`config.mk`:
```
export PLATFORM = sky130hd
export DESIGN_NAME = nonce_dispatcher
export DESIGN_NICKNAME = d
export VERILOG_FILES = /design/src/rtl/nonce_disp_pkg.sv /design/src/rtl/nonce_disp_prio_enc.sv /design/src/rtl/nonce_dispatcher.sv
export SDC_FILE = /design/constraint.sdc
export NUM_CORES = 2
export LEC_CHECK = 0
export ABC_AREA = 1
export CORE_MARGIN = 10
export CORE_UTILIZATION = 32
export DETAILED_ROUTE_END_ITERATION = 8
export GPL_TIMING_DRIVEN = 0
export PLACE_DENSITY = 0.69
export SLEW_MARGIN = 15
export SYNTH_ARGS = -nofsm -noshare
export SYNTH_HDL_FRONTEND = slang
export SYNTH_HIERARCHICAL = 1
export SYNTH_SLANG_ARGS = --single-unit
```
`constraint.sdc`:
```
create_clock -name clk -period 5.05 [get_ports clk]
set_input_delay 0.505 -clock clk [delete_from_list [all_inputs] [get_ports clk]]
set_output_delay 0.505 -clock clk [all_outputs]
set_load 0.05 [all_outputs]
```
`src/rtl/nonce_disp_pkg.sv`:
```
// ---------------------------------------------------------------------------
// nonce_disp_pkg
//
// Shared definitions for the nonce dispatcher slice:
//   nonce_disp_state_t : dispatcher FSM states
//   NONCE_W            : nonce width (32 bits, bitcoin header nonce field)
//   popcount()         : number of set bits in a 32-bit vector, used to add
//                        several same-cycle lane hits to the hit counter
// ---------------------------------------------------------------------------
package nonce_disp_pkg;

    localparam int NONCE_W = 32;

    typedef enum logic [1:0] {
        IDLE,
        DISPATCH,
        DRAIN,
        FINISH
    } nonce_disp_state_t;

    // Lane vectors narrower than 32 bits are zero-extended by the caller, so
    // one fixed-width helper serves every NUM_LANES setting.
    function automatic logic [5:0] popcount(input logic [31:0] vec);
        logic [5:0] cnt;
        cnt = '0;
        for (int i = 0; i < 32; i++) begin
            cnt = cnt + {5'd0, vec[i]};
        end
        return cnt;
    endfunction

endpackage

```
`src/rtl/nonce_disp_prio_enc.sv`:
```
// ---------------------------------------------------------------------------
// nonce_disp_prio_enc
//
// Lowest-index-set-bit encoder. Used by the dispatcher both to pick the
// idle lane that receives the next nonce and to pick which hitting lane's
// nonce is reported as the winner.
//
// Parameters:
//   W     : request vector width
//   IDX_W : index width (at least 1 bit, even when W == 1)
// Ports:
//   req   in  W      request bits
//   valid out 1      at least one request bit set
//   idx   out IDX_W  index of the lowest set bit (0 when valid is low)
// ---------------------------------------------------------------------------
module nonce_disp_prio_enc #(
    parameter int W     = 16,
    parameter int IDX_W = (W > 1) ? $clog2(W) : 1
) (
    input  logic [W-1:0]     req,
    output logic             valid,
    output logic [IDX_W-1:0] idx
);

    // Scan from the top down so the last assignment made is the lowest set
    // bit, which gives lane 0 the highest priority.
    always_comb begin
        valid = |req;
        idx   = '0;
        for (int i = W - 1; i >= 0; i--) begin
            if (req[i]) begin
                idx = IDX_W'(i);
            end
        end
    end

endmodule

```
`src/rtl/nonce_dispatcher.sv`:
```
// ---------------------------------------------------------------------------
// nonce_dispatcher
//
// Hands out a contiguous nonce range to a pool of SHA-256 hash lanes, one
// nonce per cycle to the lowest idle lane, and gathers per-lane completion
// and target-hit flags. Reports the first winning nonce and a saturating
// hit count, and pulses done once every issued nonce has come back.
//
// Parameters:
//   NUM_LANES : number of hash lanes (1..32)
//   HIT_CNT_W : hit counter width
// Ports:
//   clk          in   1                 rising-edge clock
//   reset_n      in   1                 asynchronous active-low reset
//   start        in   1                 begin a search (honoured in IDLE only)
//   nonce_base   in   32                first nonce, sampled with start
//   nonce_count  in   32                nonces to issue, sampled with start
//   busy         out  1                 state is not IDLE
//   done         out  1                 one-cycle end-of-search pulse
//   found        out  1                 a hit has been recorded
//   found_nonce  out  32                nonce of the first recorded hit
//   hit_count    out  HIT_CNT_W         saturating number of hits
//   lane_start   out  NUM_LANES         per-lane one-cycle start pulse
//   lane_nonce   out  NUM_LANES*32      lane i nonce at [32i+31:32i]
//   lane_done    in   NUM_LANES         per-lane completion pulse
//   lane_hit     in   NUM_LANES         per-lane hit, valid with lane_done
//
// Build option:
//   NONCE_DISP_STOP_ON_HIT_EN : when defined, the first hit seen while
//   dispatching abandons the rest of the range and drains in-flight lanes.
// ---------------------------------------------------------------------------
module nonce_dispatcher
    import nonce_disp_pkg::*;
#(
    parameter int NUM_LANES = 16,
    parameter int HIT_CNT_W = 16
) (
    input  logic                         clk,
    input  logic                         reset_n,
    input  logic                         start,
    input  logic [NONCE_W-1:0]           nonce_base,
    input  logic [NONCE_W-1:0]           nonce_count,
    output logic                         busy,
    output logic                         done,
    output logic                         found,
    output logic [NONCE_W-1:0]           found_nonce,
    output logic [HIT_CNT_W-1:0]         hit_count,
    output logic [NUM_LANES-1:0]         lane_start,
    output logic [NUM_LANES*NONCE_W-1:0] lane_nonce,
    input  logic [NUM_LANES-1:0]         lane_done,
    input  logic [NUM_LANES-1:0]         lane_hit
);

    localparam int LANE_IDX_W = (NUM_LANES > 1) ? $clog2(NUM_LANES) : 1;

    nonce_disp_state_t state, state_nx;

    logic [NONCE_W-1:0]    next_nonce;
    logic [NONCE_W-1:0]    remaining;
    logic [NUM_LANES-1:0]  lane_busy;
    logic [NUM_LANES-1:0]  lane_start_r;
    logic [NONCE_W-1:0]    lane_nonce_r [NUM_LANES];
    logic                  found_r;
    logic [NONCE_W-1:0]    found_nonce_r;
    logic [HIT_CNT_W-1:0]  hit_count_r;
    logic                  done_r;

    logic                  active;
    logic [NUM_LANES-1:0]  done_q;
    logic [NUM_LANES-1:0]  hit_q;
    logic [NUM_LANES-1:0]  busy_after_done;
    logic [NUM_LANES-1:0]  issue_oh;
    logic [31:0]           hit_vec;
    logic [5:0]            hit_pop;
    logic [HIT_CNT_W+5:0]  hit_sum;
    logic [HIT_CNT_W-1:0]  hit_count_nx;
    logic [NONCE_W-1:0]    first_hit_nonce;
    logic                  idle_valid;
    logic [LANE_IDX_W-1:0] idle_idx;
    logic                  hit_valid;
    logic [LANE_IDX_W-1:0] hit_idx;
    logic                  stop_now;
    logic                  issue;

    // Idle-lane selection works on the registered busy bits, so a lane that
    // completes this cycle only becomes eligible on the next one.
    nonce_disp_prio_enc #(
        .W     (NUM_LANES),
        .IDX_W (LANE_IDX_W)
    ) u_idle_sel (
        .req   (~lane_busy),
        .valid (idle_valid),
        .idx   (idle_idx)
    );

    // Among the lanes reporting a hit this cycle, the lowest index wins the
    // found_nonce slot.
    nonce_disp_prio_enc #(
        .W     (NUM_LANES),
        .IDX_W (LANE_IDX_W)
    ) u_hit_sel (
        .req   (hit_q),
        .valid (hit_valid),
        .idx   (hit_idx)
    );

    // Qualify lane completions against the busy bits (stray pulses from idle
    // lanes are dropped), and work out the saturating hit count and the
    // nonce belonging to the first hitting lane.
    always_comb begin
        active          = (state != IDLE);
        done_q          = active ? (lane_done & lane_busy) : '0;
        hit_q           = done_q & lane_hit;
        busy_after_done = lane_busy & ~done_q;

        hit_vec                  = '0;
        hit_vec[NUM_LANES-1:0]   = hit_q;
        hit_pop                  = popcount(hit_vec);
        hit_sum                  = {6'd0, hit_count_r} + {{HIT_CNT_W{1'b0}}, hit_pop};
        hit_count_nx             = (|hit_sum[HIT_CNT_W+5:HIT_CNT_W]) ? '1 : hit_sum[HIT_CNT_W-1:0];

        first_hit_nonce = '0;
        for (int i = 0; i < NUM_LANES; i++) begin
            if (hit_idx == LANE_IDX_W'(i)) begin
                first_hit_nonce = lane_nonce_r[i];
            end
        end
    end

    // Decide whether a nonce goes out this cycle. With stop-on-hit, the
    // cycle that records the first hit also issues nothing, so no lane_start
    // ever follows the winning result.
    always_comb begin
`ifdef NONCE_DISP_STOP_ON_HIT_EN
        stop_now = (state == DISPATCH) && hit_valid && !found_r;
`else
        stop_now = 1'b0;
`endif
        issue = (state == DISPATCH) && idle_valid && !stop_now;

        issue_oh = '0;
        for (int i = 0; i < NUM_LANES; i++) begin
            issue_oh[i] = issue && (idle_idx == LANE_IDX_W'(i));
        end
    end

    // Next-state logic. DISPATCH leaves on the issue that uses up the range;
    // DRAIN leaves once no lane would still be busy after this cycle's
    // completions are applied.
    always_comb begin
        state_nx = state;
        case (state)
            IDLE: begin
                if (start) begin
                    state_nx = (nonce_count == '0) ? FINISH : DISPATCH;
                end
            end
            DISPATCH: begin
                if (stop_now) begin
                    state_nx = DRAIN;
                end else if (issue && (remaining == 32'd1)) begin
                    state_nx = DRAIN;
                end
            end
            DRAIN: begin
                if (busy_after_done == '0) begin
                    state_nx = FINISH;
                end
            end
            FINISH: begin
                state_nx = IDLE;
            end
            default: begin
                state_nx = IDLE;
            end
        endcase
    end

    // State register.
    always_ff @(posedge clk or negedge reset_n) begin
        if (!reset_n) begin
            state <= IDLE;
        end else begin
            state <= state_nx;
        end
    end

    // Datapath registers: lane bookkeeping, range counters and results.
    // Results are cleared only by an accepted start, so they remain readable
    // after done until the next search begins.
    always_ff @(posedge clk or negedge reset_n) begin
        if (!reset_n) begin
            next_nonce    <= '0;
            remaining     <= '0;
            lane_busy     <= '0;
            lane_start_r  <= '0;
            found_r       <= 1'b0;
            found_nonce_r <= '0;
            hit_count_r   <= '0;
            done_r        <= 1'b0;
            for (int i = 0; i < NUM_LANES; i++) begin
                lane_nonce_r[i] <= '0;
            end
        end else begin
            lane_start_r <= issue_oh;
            lane_busy    <= busy_after_done | issue_oh;
            done_r       <= (state == FINISH);
            for (int i = 0; i < NUM_LANES; i++) begin
                if (issue_oh[i]) begin
                    lane_nonce_r[i] <= next_nonce;
                end
            end

            if ((state == IDLE) && start) begin
                next_nonce    <= nonce_base;
                remaining     <= nonce_count;
                found_r       <= 1'b0;
                found_nonce_r <= '0;
                hit_count_r   <= '0;
            end else begin
                if (issue) begin
                    next_nonce <= next_nonce + 32'd1;
                    remaining  <= remaining - 32'd1;
                end
                if (hit_valid) begin
                    hit_count_r <= hit_count_nx;
                    if (!found_r) begin
                        found_r       <= 1'b1;
                        found_nonce_r <= first_hit_nonce;
                    end
                end
            end
        end
    end

    assign busy        = (state != IDLE);
    assign done        = done_r;
    assign found       = found_r;
    assign found_nonce = found_nonce_r;
    assign hit_count   = hit_count_r;
    assign lane_start  = lane_start_r;

    for (genvar g = 0; g < NUM_LANES; g++) begin : g_lane_nonce
        assign lane_nonce[g*NONCE_W +: NONCE_W] = lane_nonce_r[g];
    end

endmodule

```
# Word-level counts from Yosys, hierarchy flattened
# Index checks and enable logic that the tools add are counted.
# W data, S select, Z words.
[totals]
regBits = 660
latch_bits = 0
ram_bits = 0
rom_bits = 0
inputBits = 99
out_inout_bits = 579
word_cells = 185
mem_count = 0
[classes]
n_addsub = 18
mul = 0
div_mod_pow = 0
order_cmp = 0
n_eq_ne = 38
shift = 0
muxes = 66
bitwise = 6
reduce_logical = 32
[ops]
columns = ["operator", "count"]
rows = [
  ["$mux W32", 23],
  ["$mux W4", 32],
  ["$eq A4 B4 Y1 const B", 16],
  ["$mux W16", 4],
  ["$add A6 B1 Y6", 10],
  ["$and A16 B16 Y16", 3],
  ["$add A32 B1 Y32 const B", 1],
  ["$eq A32 B1 Y1 const B", 1],
  ["$eq A4 B3 Y1 const B", 8],
  ["$logic_not A32 Y1", 1],
  ["$not A16 Y16", 2],
  ["$reduce_or A16 Y1", 2],
  ["$sub A32 B1 Y32 const B", 1],
  ["$logic_and A1 B1 Y1", 19],
  ["$add A16 B6 Y17", 1],
  ["$eq A4 B2 Y1 const B", 4],
  ["$logic_not A16 Y1", 1],
  ["$or A16 B16 Y16", 1],
  ["$eq A4 B1 Y1 const B", 2],
  ["$logic_not A4 Y1", 2],
  ["$mux W2", 4],
  ["$pmux W2 S4", 1],
  ["$add A5 B1 Y6", 1],
  ["$reduce_bool A2 Y1", 3],
  ["other kinds (13)", 17],
]

# Depth between registers and ports, before layout
[depth]
ltp_word = 39
ltp_mapped = 38
mapped_depth_nobuf = 35

# Modules after synthesis
# The synthesis kept the hierarchy.
[modules_own_cells]
columns = ["module", "n_inst", "cells_per_inst", "area_per_inst_um2", "seq_area_each_um2"]
rows = [
  ["nonce_dispatcher", 1, 3845, 31047.3, 16515.8],
  ["nonce_disp_prio_enc", 2, 49, 209.0, 0.0],
]

# Least setup slack after synthesis
# No wires, ideal clock.
[synth_timing]
path_kind = "register to register"
start = "reg state[0]"
end = "reg hit_count_r[7] (netlist: hit_count[7])"
setup_time_ns = 0.083
arrival_ns = 5.834
path_slack_ns = -0.867
path_stages_with_launch = 25
path_buffers = 3
period_less_slack_ns = 5.917
cell_sequence = "dfrtp_1 inv_1 ha_1 inv_1 clkbuf_1 buf_1 nand4_1 fa_1 fa_1 fa_1 fa_1 fa_1 inv_1 fa_1 nand3_1 nand2_1 nand2_1 a21oi_2 nand2_1 nor2_2 nand3_1 nor3b_2 buf_2 o21ai_0 o21ai_0"
[synth_between]
elab_chain_cells = 23
word_cells_on_any_way = 27
[synth_lines]
columns = ["element", "line_no", "text"]
rows = [
  ["start, declared", "nonce_dispatcher.sv:56", "nonce_disp_state_t state, state_nx;"],
  ["start signal, assigned", "nonce_dispatcher.sv:184", "state <= state_nx;"],
  ["$reduce_bool A2 Y1 (*)", "n/a", ""],
  ["named net busy", "nonce_dispatcher.sv:43", "output logic busy,"],
  ["$mux W16 (*)", "nonce_dispatcher.sv:112", "done_q = active ? (lane_done & lane_busy) : '0;"],
  ["$and A16 B16 Y16 (*)", "nonce_dispatcher.sv:113", "hit_q = done_q & lane_hit;"],
  ["$add A1 B1 Y2", "nonce_disp_pkg.sv:27", "cnt = cnt + {5'd0, vec[i]};"],
  ["$add A2 B1 Y3", "nonce_disp_pkg.sv:27", ""],
  ["$add A3 B1 Y4", "nonce_disp_pkg.sv:27", ""],
  ["$add A4 B1 Y5", "nonce_disp_pkg.sv:27", ""],
  ["$add A5 B1 Y6", "nonce_disp_pkg.sv:27", ""],
  ["$add A6 B1 Y6 (10 in series)", "nonce_disp_pkg.sv:27", ""],
  ["$add A16 B6 Y17", "nonce_dispatcher.sv:119", "hit_sum = {6'd0, hit_count_r} + {{HIT_CNT_W{1'b0}}, hit_pop};"],
  ["$reduce_or A6 Y1", "nonce_dispatcher.sv:120", "hit_count_nx = (|hit_sum[HIT_CNT_W+5:HIT_CNT_W]) ? '1 : hit_sum[HIT_CNT_W-1:0];"],
  ["$mux W16", "nonce_dispatcher.sv:120", ""],
  ["$mux W16", "nonce_dispatcher.sv:225", "if (hit_valid) begin"],
  ["$mux W16", "nonce_dispatcher.sv:214", "if ((state == IDLE) && start) begin"],
  ["end signal, assigned", "nonce_dispatcher.sv:226", "hit_count_r <= hit_count_nx;"],
  ["end, declared", "nonce_dispatcher.sv:65", "logic [HIT_CNT_W-1:0] hit_count_r;"],
]
# Mark *: on every way through the listed nets, which the timed path passes. The rest lies on a longest branch. The select of a mux whose other input is x is not followed.
# A chain may end at the register's enable or synchronous reset.

# Worst setup path after layout
[layout_timing]
start = "reg state[1]"
end = "reg hit_count_r[7] (netlist: hit_count[7])"
[layout_between]
word_cells_on_any_way = 27
[layout_rtl]
columns = ["element", "line_no", "text"]
rows = [
  ["$reduce_bool A2 Y1 (*)", "nonce_dispatcher.sv:111", "active = (state != IDLE);"],
  ["$mux W16 (*)", "nonce_dispatcher.sv:112", ""],
  ["$and A16 B16 Y16 (*)", "nonce_dispatcher.sv:113", ""],
  ["named net hit_q[6]", "nonce_dispatcher.sv:70", "logic [NUM_LANES-1:0] hit_q;"],
  ["$add A6 B1 Y6 (10 in series)", "nonce_disp_pkg.sv:27", ""],
  ["$add A16 B6 Y17", "nonce_dispatcher.sv:119", ""],
  ["$reduce_or A6 Y1", "nonce_dispatcher.sv:120", ""],
  ["$mux W16", "nonce_dispatcher.sv:120", ""],
  ["$mux W16", "nonce_dispatcher.sv:225", ""],
  ["$mux W16", "nonce_dispatcher.sv:214", ""],
]
# Marks and branches as above.

==> impl_metrics.env <==
export IMPL_layout_cells_non_filler=6087
export IMPL_grt_start_max_net_pins=103
export IMPL_wl_mm=180.3
export IMPL_htreeDepth=3
export IMPL_place_port_buffers=677
export IMPL_die_width_um=333.6
export IMPL_crit_fanout=5
export IMPL_worst_slack_ps=-331.6
export IMPL_synth_cell_types=44
export IMPL_cts_root_buf="clkbuf_16"
export IMPL_worstMarginPinSlew_ps=1351
export IMPL_cp_start_kind="flop"
export IMPL_grt_overflow=0
export IMPL_ys_ff_latch=660
export IMPL_final_util_pct=44.54
export IMPL_max_cap_violations=0
export IMPL_syn_to_final_growth_pct=37.51
export IMPL_yosys_warnings=6
export IMPL_cp_end_kind="flop"
export IMPL_synth_top_family_by_area="simple AND/OR/NAND/NOR gates"
export IMPL_drv_slew=0
export IMPL_cts_sinks=660
export IMPL_clk_latency_ps=670
export IMPL_power_density_nw_per_um2=378.6
export IMPL_drt_iter0_drc=3968
export IMPL_cts_buffer_depth=3
export IMPL_whs_ps=374.0
export IMPL_synth_compound_gate_area_share_pct=12.43
export IMPL_start_util_pct=32.39
export IMPL_first_global_vias=31920
export IMPL_violations="negative setup slack"
export IMPL_syn_nets=4070
export IMPL_yosys_area_share_simple_pct=24.70
export IMPL_gp_congestion=1.004
export IMPL_critPathMaxStageDelay_ps=540
export IMPL_yosys_area_share_adder_pct=1.400
export IMPL_clk_pin_slew_ps=60
export IMPL_worst_ep_arrival_time_ps=5950
export IMPL_pre_cts_slack_ps=-718.0
export IMPL_critical_path_required_ps=5620
export IMPL_rsz0062_at_grt="true"
export IMPL_cts_tree="built"
export IMPL_p_leak_nw=18.89
export IMPL_clock_fmax_ghz=0.1858
export IMPL_wl_per_cell_um=29.63
export IMPL_hold_class="in2async"
export IMPL_slew_headroom_pct=9.926
export IMPL_nets=4878
export IMPL_syn_inst=3943
export IMPL_ys_seq_area_share_pct=52.49
export IMPL_vias_per_cell=5.447
export IMPL_groute_usage_overall_pct=31.32
export IMPL_core_um2=97140
export IMPL_status="finished with violations"
export IMPL_placementRows=114
export IMPL_vdd_drop_max_mv=0.2278
export IMPL_grt_pass1_wl_mm=249.2
export IMPL_period_minus_slack_ps=5382
export IMPL_cts_buffers=78
export IMPL_drtPass1Iterations=6
export IMPL_muxShareOfSynthArea_pct=0
export IMPL_crit_slowest_cell="fa_1"
export IMPL_placedCellCount=5904
export IMPL_synthXorXnorAreaFrac_pct=1.420
export IMPL_ant_nets=0
export IMPL_drc=0
export IMPL_tns_ps=-4296
export IMPL_vias=33150
export IMPL_die_h_um=333.6
export IMPL_antenna_found_initial=6
export IMPL_skew_ps=28.83
export IMPL_finalCritPeriodShare_pct=106.6
export IMPL_die_area_um2=111300
export IMPL_setup_viol=16
export IMPL_dp_final_hpwl_mm=142.7
export IMPL_hold_violations=0
export IMPL_crit_top_cell="fa_1"
export IMPL_crit_type="reg2reg"
export IMPL_syn_avg_cell_area_um2=7.980
export IMPL_syn_area_um2=31470
export IMPL_ios=678
export IMPL_layout_drive_gt1_share_pct=6.966
-- kinds of logic after synthesis --
kind of cell	after synthesis
AO/OA/AOI/OAI	746
buffers and inverters	621
AND/OR/NAND/NOR	1837
flip-flops	660
adder cells (fa/ha/maj)	28
XOR/XNOR	51
-- path summary, 6_finish.rpt --
| path | start | end | slack (ps) | cells past startpoint |
|---|---|---|---|---|
| setup / recovery | state[1] | hit_count[7] | -330 | 26 |
| hold / removal | reset_n | lane_start[5] | 370 | 2 |
| setup reg to reg | state[1] | hit_count[7] | -330 | 26 |
| hold reg to reg | found_nonce[14] | found_nonce[14] | 480 | 2 |
| max in group asynchronous | reset_n | found_nonce[10] | 2990 | 5 |
| min in group clk | nonce_count[10] | remaining[10] | 470 | 3 |
-- layer usage --
layer	share of wire, %	vias to the layer above	track usage [%]
li1	-	14340	-
met1	37	16360	37.12
met2	43	2023	47.61
met3	14	423	13.67
met4	6.3	6	16.60
met5	0.022	-	0
-- through the flow --
stage,cell area (um2),total power [W]
global route,43260,0.01682
floorplan,31530,0.008368
finish,43270,0.01638
detailed placement,40120,0.01051
CTS,43070,0.01632
global placement,39900,0.01046
-- placed cells by master, fill, tap and decap left out, types with 7 or more instances in the layout --
| cell | netlist | layout |
|---|---|---|
| nand3_2 | 4 | 7 |
| buf_2 | 25 | 19 |
| nand3_1 | 182 | 177 |
| o22ai_1 | 12 | 12 |
| buf_16 | 0 | 8 |
| a21oi_1 | 91 | 89 |
| clkbuf_4 | 1 | 7 |
| xor2_1 | 49 | 49 |
| or2_1 | 10 | 10 |
| o21ai_1 | 3 | 12 |
| nor2_1 | 161 | 149 |
| inv_2 | 18 | 22 |
| clkbuf_16 | 0 | 80 |
| clkbuf_8 | 0 | 15 |
| fa_1 | 12 | 10 |
| inv_1 | 350 | 345 |
| or2_0 | 28 | 28 |
| buf_4 | 1 | 40 |
| nor3_1 | 40 | 37 |
| nor4_1 | 20 | 20 |
| o21ai_0 | 584 | 571 |
| nor2_2 | 10 | 17 |
| nand2_1 | 1240 | 1235 |
| ha_1 | 16 | 15 |
| o211ai_1 | 25 | 25 |
| or2_2 | 33 | 33 |
| nand4_1 | 95 | 95 |
| nor2_4 | 5 | 10 |
| buf_1 | 16 | 15 |
| clkbuf_2 | 2 | 10 |
| o221ai_1 | 16 | 16 |
| clkbuf_1 | 202 | 206 |
| clkinv_2 | 0 | 14 |
| clkdlybuf4s50_1 | 0 | 676 |
| dfrtp_1 | 660 | 660 |
-- critical path: cells and delay by family, from the launching register on --
kind / cells / cell delay (ps)
compound gates: 3 / 350
fa+ha+maj: 7 / 2810
buf+inv: 7 / 730
flops: 1 / 390
simple gates: 9 / 1020
-- flip-flops by register name, indices dropped and copies added (netlist names) --
name	cells
lane_start	16
remaining	32
lane_nonce	512
next_nonce	32
lane_busy	16
hit_count	16
done	1
state	2
found	1
found_nonce	32
-- cells in the mapped netlist --
cell type | number | area [um2]
a21o_1 | 1 | 7.510
a21oi_1 | 91 | 455.4
a21oi_2 | 3 | 26.28
a31oi_1 | 5 | 31.28
buf_1 | 16 | 60.06
buf_2 | 25 | 125.1
buf_4 | 1 | 7.510
buf_6 | 1 | 11.26
clkbuf_1 | 202 | 758.2
clkbuf_2 | 2 | 10.01
clkbuf_4 | 1 | 7.510
clkinv_1 | 5 | 18.77
dfrtp_1 | 660 | 16520
fa_1 | 12 | 240.2
ha_1 | 16 | 200.2
inv_1 | 350 | 1314
inv_2 | 18 | 67.56
nand2_1 | 1240 | 4654
nand2_2 | 2 | 12.51
nand3_1 | 182 | 910.9
nand3_2 | 4 | 40.04
nand3b_1 | 1 | 7.510
nand4_1 | 95 | 594.3
nor2_1 | 161 | 604.3
nor2_2 | 10 | 62.56
nor2_4 | 5 | 56.30
nor3_1 | 40 | 200.2
nor3_2 | 4 | 40.04
nor3b_1 | 1 | 7.510
nor3b_2 | 1 | 12.51
nor4_1 | 20 | 125.1
o211ai_1 | 25 | 187.7
o21a_1 | 1 | 7.510
o21ai_0 | 584 | 2923
o21ai_1 | 3 | 15.01
o21bai_1 | 2 | 15.01
o221ai_1 | 16 | 140.1
o22ai_1 | 12 | 75.07
o311ai_0 | 3 | 26.28
or2_0 | 28 | 175.2
or2_1 | 10 | 62.56
or2_2 | 33 | 206.5
xnor2_1 | 2 | 17.52
xor2_1 | 49 | 429.2
-- repair_timing --
item                                    4_1_cts  5_1_grt
resized for setup                            31       41
endpoints found under the hold margin        47        0
endpoints found under the setup margin       47       35
pin swaps                                    14       23
setup buffers                                27       13
gates cloned                                  2        0
hold buffers                                  1        0
-- power by group --
part	internal (W)	total, W	switching, W
sequential	0.00564	0.00600	0.000358
clock	0.00337	0.00585	0.00248
combinational	0.00116	0.00453	0.00337
-- area by class of cell --
cell class | instances | area (um2)
flip-flops and latches | 660 | 16520
repair buffers | 728 | 7342
multi-input cells | 2662 | 12760
clock buffers | 108 | 2236
well taps | 1276 | 1597
plain buffers | 248 | 1050
diodes | 2 | 5.005
inverters | 373 | 1403
fillers | 9497 | 53870
clock inverters | 30 | 357.8
No activity file was read; power rests on OpenSTA's default activity.
